File: src/rtl/rag_csd_pkg.sv
// Shared types for the retrieval candidate selector.
// State enum, separator length, and the stored candidate entry.
package rag_csd_pkg;

  localparam int SEP_LEN      = 2;
  localparam int CAND_ID_W    = 16;
  localparam int CAND_SCORE_W = 32;
  localparam int CAND_LEN_W   = 32;

  typedef enum logic [1:0] {
    SEL_IDLE,
    SEL_COLLECT,
    SEL_BUDGET,
    SEL_DONE
  } sel_state_e;

  typedef struct packed {
    logic [CAND_ID_W-1:0]    id;
    logic [CAND_SCORE_W-1:0] score;
    logic [CAND_LEN_W-1:0]   length;
  } cand_entry_t;

endpackage

File: src/rtl/topk_insert_sorter.sv
// Sorted top-K table with single-cycle shift-insert.
// Ports: clear, insert_valid/insert_entry in; entries, num_valid out.
module topk_insert_sorter
  import rag_csd_pkg::*;
#(
  parameter int TOP_K = 5,
  parameter int NV_W  = $clog2(TOP_K + 1)
) (
  input  logic                      clk,
  input  logic                      rst_n,
  input  logic                      clear,
  input  logic                      insert_valid,
  input  cand_entry_t               insert_entry,
  output cand_entry_t [TOP_K-1:0]   entries,
  output logic        [NV_W-1:0]    num_valid
);

  cand_entry_t [TOP_K-1:0] ent_q, ent_d;
  logic [NV_W-1:0]         nv_q, nv_d;
  logic [TOP_K-1:0]        ahead;
  logic [NV_W-1:0]         pos;

  // Equal scores count as ahead, so earlier arrivals keep their rank.
  always_comb begin
    pos   = '0;
    ahead = '0;
    for (int i = 0; i < TOP_K; i++) begin
      ahead[i] = (NV_W'(i) < nv_q) &&
                 (ent_q[i].score >= insert_entry.score);
      pos = pos + NV_W'(ahead[i]);
    end
  end

  always_comb begin
    ent_d = ent_q;
    nv_d  = nv_q;
    if (clear) begin
      ent_d = '0;
      nv_d  = '0;
    end else if (insert_valid && (pos < NV_W'(TOP_K))) begin
      for (int i = 1; i < TOP_K; i++) begin
        if (NV_W'(i) > pos) begin
          ent_d[i] = ent_q[i-1];
        end
      end
      for (int i = 0; i < TOP_K; i++) begin
        if (NV_W'(i) == pos) begin
          ent_d[i] = insert_entry;
        end
      end
      if (nv_q != NV_W'(TOP_K)) begin
        nv_d = nv_q + 1'b1;
      end
    end
  end

  always_ff @(posedge clk or negedge rst_n) begin
    if (!rst_n) begin
      ent_q <= '0;
      nv_q  <= '0;
    end else begin
      ent_q <= ent_d;
      nv_q  <= nv_d;
    end
  end

  assign entries   = ent_q;
  assign num_valid = nv_q;

endmodule

File: src/rtl/topk_doc_selector.sv
// Keeps the best TOP_K retrieval candidates and builds the inclusion mask.
// Ports: start/config in, cand_* stream in, sel_*/num_valid/mask/busy/done out.
module topk_doc_selector
  import rag_csd_pkg::*;
#(
  parameter int TOP_K            = 5,
  parameter int MAX_SEQUENCE_LEN = 512,
  parameter int SCORE_W          = CAND_SCORE_W,
  parameter int ID_W             = CAND_ID_W,
  parameter int NV_W             = $clog2(TOP_K + 1)
) (
  input  logic                            clk,
  input  logic                            rst_n,
  input  logic                            start,
  input  logic [SCORE_W-1:0]              score_threshold,
  input  logic [31:0]                     token_budget,
  input  logic [31:0]                     query_length,
  input  logic                            cand_valid,
  output logic                            cand_ready,
  input  logic [ID_W-1:0]                 cand_id,
  input  logic [SCORE_W-1:0]              cand_score,
  input  logic [31:0]                     cand_length,
  input  logic                            cand_last,
  output logic [TOP_K-1:0][ID_W-1:0]      sel_ids,
  output logic [TOP_K-1:0][SCORE_W-1:0]   sel_scores,
  output logic [TOP_K-1:0][31:0]          sel_lengths,
  output logic [NV_W-1:0]                 num_valid,
  output logic [TOP_K-1:0]                doc_included,
  output logic                            busy,
  output logic                            done
);

  sel_state_e                state_q, state_d;
  logic [CAND_SCORE_W-1:0]   thr_q, thr_d;
  logic [31:0]               budget_q, budget_d;
  logic [32:0]               used_q, used_d;
  logic [NV_W-1:0]           idx_q, idx_d;
  logic [TOP_K-1:0]          mask_q, mask_d;

  logic                      srt_clear;
  logic                      srt_ins;
  cand_entry_t               ins_entry;
  cand_entry_t [TOP_K-1:0]   entries;
  logic [NV_W-1:0]           nv;

  cand_entry_t               cur;
  logic [33:0]               need;
  logic                      incl;
  logic [31:0]               len_clamp;

  assign len_clamp =
    (cand_length > 32'(MAX_SEQUENCE_LEN)) ?
    32'(MAX_SEQUENCE_LEN) : cand_length;

  always_comb begin
    ins_entry        = '0;
    ins_entry.id     = CAND_ID_W'(cand_id);
    ins_entry.score  = CAND_SCORE_W'(cand_score);
    ins_entry.length = len_clamp;
  end

  topk_insert_sorter #(
    .TOP_K (TOP_K),
    .NV_W  (NV_W)
  ) u_sorter (
    .clk          (clk),
    .rst_n        (rst_n),
    .clear        (srt_clear),
    .insert_valid (srt_ins),
    .insert_entry (ins_entry),
    .entries      (entries),
    .num_valid    (nv)
  );

  // Budget walk: one rank per cycle; the accumulator only grows, so a
  // query that already overflows the budget leaves every rank excluded.
  always_comb begin
    cur = '0;
    for (int i = 0; i < TOP_K; i++) begin
      if (NV_W'(i) == idx_q) begin
        cur = entries[i];
      end
    end
    need = 34'(used_q) + 34'(cur.length) + 34'(SEP_LEN);
    incl = (idx_q < nv) &&
           (cur.score >= thr_q) &&
           (need <= 34'(budget_q));
  end

  always_comb begin
    state_d   = state_q;
    thr_d     = thr_q;
    budget_d  = budget_q;
    used_d    = used_q;
    idx_d     = idx_q;
    mask_d    = mask_q;
    srt_clear = 1'b0;
    srt_ins   = 1'b0;
    unique case (state_q)
      SEL_IDLE: begin
        if (start) begin
          state_d   = SEL_COLLECT;
          srt_clear = 1'b1;
          mask_d    = '0;
          thr_d     = CAND_SCORE_W'(score_threshold);
          budget_d  = token_budget;
          used_d    = 33'(query_length) + 33'(SEP_LEN);
          idx_d     = '0;
        end
      end
      SEL_COLLECT: begin
        if (cand_valid) begin
          srt_ins = 1'b1;
          if (cand_last) begin
            state_d = SEL_BUDGET;
          end
        end
      end
      SEL_BUDGET: begin
        if (incl) begin
          used_d = 33'(need);
          for (int i = 0; i < TOP_K; i++) begin
            if (NV_W'(i) == idx_q) begin
              mask_d[i] = 1'b1;
            end
          end
        end
        if (idx_q == NV_W'(TOP_K - 1)) begin
          state_d = SEL_DONE;
        end else begin
          idx_d = idx_q + 1'b1;
        end
      end
      SEL_DONE: begin
        state_d = SEL_IDLE;
      end
      default: begin
        state_d = SEL_IDLE;
      end
    endcase
  end

  always_ff @(posedge clk or negedge rst_n) begin
    if (!rst_n) begin
      state_q  <= SEL_IDLE;
      thr_q    <= '0;
      budget_q <= '0;
      used_q   <= '0;
      idx_q    <= '0;
      mask_q   <= '0;
    end else begin
      state_q  <= state_d;
      thr_q    <= thr_d;
      budget_q <= budget_d;
      used_q   <= used_d;
      idx_q    <= idx_d;
      mask_q   <= mask_d;
    end
  end

  always_comb begin
    sel_ids     = '0;
    sel_scores  = '0;
    sel_lengths = '0;
    for (int i = 0; i < TOP_K; i++) begin
      sel_ids[i]     = ID_W'(entries[i].id);
      sel_scores[i]  = SCORE_W'(entries[i].score);
      sel_lengths[i] = entries[i].length;
    end
  end

  assign cand_ready   = (state_q == SEL_COLLECT);
  assign num_valid    = nv;
  assign doc_included = mask_q;
  assign busy         = (state_q != SEL_IDLE);
  assign done         = (state_q == SEL_DONE);

endmodule

File: config.mk
export PLATFORM = sky130hd
export DESIGN_NAME = topk_doc_selector
export DESIGN_NICKNAME = d
export VERILOG_FILES = /design/src/rtl/rag_csd_pkg.sv /design/src/rtl/topk_insert_sorter.sv /design/src/rtl/topk_doc_selector.sv
export SDC_FILE = /design/constraint.sdc
export NUM_CORES = 2
export LEC_CHECK = 0
export ABC_AREA = 1
export BUFFER_PORTS_ARGS = -buffer_cell sky130_fd_sc_hd__buf_2
export CAP_MARGIN = 0
export CORE_UTILIZATION = 34
export DETAILED_ROUTE_END_ITERATION = 12
export RECOVER_POWER = 25
export SYNTH_ARGS = -nofsm -noshare
export SYNTH_HDL_FRONTEND = slang
export SYNTH_HIERARCHICAL = 1
export SYNTH_SLANG_ARGS = --single-unit
File: constraint.sdc
create_clock -name clk -period 7.3 [get_ports clk]
set_input_delay 0.365 -clock clk [delete_from_list [all_inputs] [get_ports clk]]
set_output_delay 0.365 -clock clk [all_outputs]
set_load 0.02 [all_outputs]
==> impl_metrics.tcl <==
set metrics [dict create \
    dr_total_vias 35500 \
    clk_path_buf_depth 3 \
    endpoint_kind "register" \
    dieArea_um2 103000 \
    rows 116 \
    violations "capacitance limit, slew limit" \
    grt_pass1_wl_um 213000 \
    arrival_ns 7.21 \
    fin_skew_ns 0.0359 \
    yosys_warnings 6 \
    vias_per_cell 5.30 \
    maxCapViolCount 1 \
    preCtsSetupSlack_ns 0.622 \
    sw_frac_of_total_pct 54.3 \
    cp.required_ns 7.84 \
    p_comb_share_pct 61.6 \
    drtIter0Drc 3323 \
    slew_headroom_pct -295 \
    die_height_um 321 \
    hp-class "input pin to register" \
    grt_pass1_vias 33100 \
    ant_nets 0 \
    io_buffers 591 \
    clk_latency_ns 0.69 \
    ys_seq_area_share_pct 36.8 \
    path_class "register to register" \
    status "finished, violations left" \
    setup_violations 0 \
    dr.pass1.iters 6 \
    start_util_pct 34.4 \
    clockRootBuffer "clkbuf_16" \
    worst_slack_ns 0.626 \
    routedWlPerCell_um 21.3 \
    tns_ns 0 \
    ioPinCount 592 \
    clockPowerShare_pct 14.8 \
    finalHoldViolCount 0 \
    numCtsBuffers 61 \
    fp.dieW_um 321 \
    netlist_instances 4687 \
    ir_worst_vdd_uv 430 \
    htreeDepth 2 \
    grt_setup_unrepaired "no" \
    leakagePower_nw 21.5 \
    start_kind "register" \
    worst_slew_pin_slew_ns 5.93 \
    drive_above_1_share_pct 12.3 \
    wl_um 143000 \
    p_per_area_nw_per_um2 559 \
    maxSlewViolCount 95 \
    fin_util_pct 41.8 \
    grt_usage_pct 26.9 \
    ys_ff_latch 510 \
    ys_types 51 \
    cts_tree "built" \
    post-route-period-util_pct 91.4 \
    clock.fmax_mhz 150 \
    synth-main-ff-cell "dfrtp_1" \
    synth_edf_count 0 \
    grt-ovfl-total 0 \
    gp_congestion 0.922 \
    grt_max_degree 124 \
    syn_area_per_cell_um2 7.39 \
    antenna_found_initial 4 \
    cts_sinks 510 \
    layout_min_cycle_time_ns 6.67 \
    place_hpwl_um 104000 \
    route.detailed.drc 0 \
    crit_fanout 43 \
    pwr-share-seq_pct 23.6 \
    area_growth_pct 21.5 \
    p_int_mw 10.7 \
    synthArstFlopShare_pct 100 \
    synth_area_um2 34600 \
    power_switching_mw 12.8 \
    final_nets 5789 \
    clkTransAtPathRegs_ns 0.06 \
    core-area_um2 101000 \
]
[what timing repair did]
action,in CTS,in global routing
hold buffers,106,0
endpoints found under the setup margin,0,6
buffers inserted,0,0
hold endpoints to repair,212,0
gates resized for setup,0,2
[registers in the layout, summed over array words and instances (netlist names)]
| signal | flops |
|---|---|
| budget_q | 32 |
| doc_included | 5 |
| idx_q | 3 |
| state_q | 2 |
| thr_q | 32 |
| u_sorter/entries | 400 |
| u_sorter/num_valid | 3 |
| used_q | 33 |
[cell families after synthesis]
kind of cell    after synthesis  synth area share, %
compound gates             1202                 19.6
xor+xnor                     49                 1.24
fa+ha+maj                   308                 11.2
buf+inv                     784                 8.97
flops                       510                 36.8
mux                          14                0.404
other cells                   1               0.0108
simple gates               1819                 21.7
[layout by cell type, fill, tap and decap left out, types with 19 or more instances in the layout]
cell type,n
nand2_1,997
dfrtp_1,510
inv_1,497
o21ai_0,473
buf_2,442
nor2_1,363
nand3_1,359
a21oi_1,306
ha_1,303
clkbuf_1,163
o211ai_1,134
dlygate4sd3_1,106
conb_1,87
o22ai_1,85
o21ai_1,71
a31oi_1,63
clkbuf_16,62
xor2_1,38
buf_4,37
nand4_1,31
nor3_1,19
o21ai_2,19
[final cells by class]
class	count	area, µm²
fill	10400	58500
sequential	510	12800
timing repair buffer	743	4280
inverter	505	1920
tap	1357	1700
clock buffer	84	1710
antenna	1	2.50
multi-input combinational	3479	19200
clock inverter	29	515
[path summary, 6_finish.rpt]
check                                                  start                           endpoint  slack [ns]  cells past startpoint
setup / recovery                        idx_q[2]$_DFFE_PN0P_              used_q[6]$_DFFE_PN0P_        0.63                     27
hold / removal                                cand_score[31]  u_sorter/entries[303]$_DFFE_PN0P_        0.05                      3
setup reg to reg                        idx_q[2]$_DFFE_PN0P_              used_q[6]$_DFFE_PN0P_        0.63                     27
hold reg to reg            u_sorter/entries[394]$_DFFE_PN0P_  u_sorter/entries[394]$_DFFE_PN0P_        0.48                      2
max in group asynchronous                              rst_n  u_sorter/entries[207]$_DFFE_PN0P_        1.38                      4
min in group asynchronous                              rst_n   u_sorter/entries[43]$_DFFE_PN0P_        2.44                      2
[critical path: stages (launching register included)]
cell and delay, ns:
dfrtp_1 0.48, inv_1 0.23, nand2_1 0.21, inv_2 0.28, buf_4 0.40, buf_4 0.45
nand3_1 0.12, nand3_1 0.10, o211ai_1 0.12, a31oi_1 0.33, ha_1 0.31, ha_1 0.37
nand2_1 0.14, nor4_1 0.47, nand4_1 0.24, nand2_1 0.10, nand2_1 0.06, and2_1 0.14
ha_1 0.29, nand2_1 0.10, nor4_1 0.34, nand4_1 0.13, nand2_1 0.09, nand2_1 0.08
nand2_4 0.35, nand2_8 0.29, nand2_1 0.16, o21ai_2 0.06
[power by group through the flow]
| stage | Clock (mW) | Combinational, mW | Sequential, mW |
|---|---|---|---|
| 2_1_floorplan | 0 | 8.73 | 6.14 |
| 3_3_place_gp | 0 | 14.2 | 5.55 |
| 3_5_place_dp | 0 | 14.4 | 5.54 |
| 4_1_cts | 3.54 | 14.5 | 5.51 |
| 5_1_grt | 3.64 | 16.1 | 5.67 |
| 6_report | 3.47 | 14.5 | 5.55 |
[per-layer routing]
| layer | GRT usage, % | wire (µm) | up-vias |
|---|---|---|---|
| li1 | - | - | 16900 |
| met1 | 37.3 | 63200 | 16900 |
| met2 | 40.8 | 61700 | 1474 |
| met3 | 5.41 | 11700 | 262 |
| met4 | 10.9 | 6300 | 4 |
| met5 | 0 | 16 | - |
[per-stage QoR]
step	hold WS, ns	total power, mW	instance area, µm²	cells
2_1_floorplan	0.0694	14.9	35000	4773
3_3_place_gp	0.462	19.7	39000	6488
3_5_place_dp	0.468	19.9	39000	6488
4_1_cts	0.000529	23.5	42300	6707
5_1_grt	0.0300	25.4	42100	6708
6_report	0.0506	23.5	42100	6708
[synth_stat cells, types with 13 or more instances]
cell type | n | area (µm²)
nand2_1 | 1003 | 3760
dfrtp_1 | 510 | 12800
inv_1 | 500 | 1880
o21ai_0 | 473 | 2370
nor2_1 | 364 | 1370
nand3_1 | 360 | 1800
a21oi_1 | 306 | 1530
ha_1 | 305 | 3820
clkbuf_1 | 207 | 777
o211ai_1 | 134 | 1010
o22ai_1 | 85 | 532
o21ai_1 | 72 | 360
a31oi_1 | 63 | 394
buf_2 | 43 | 215
xor2_1 | 38 | 333
nand4_1 | 31 | 194
nor3_1 | 19 | 95.1
o21ai_2 | 19 | 166
mux2i_1 | 14 | 140
a21o_1 | 13 | 97.6
buf_6 | 13 | 146
Note: power is estimated with default switching activity, not from simulation.
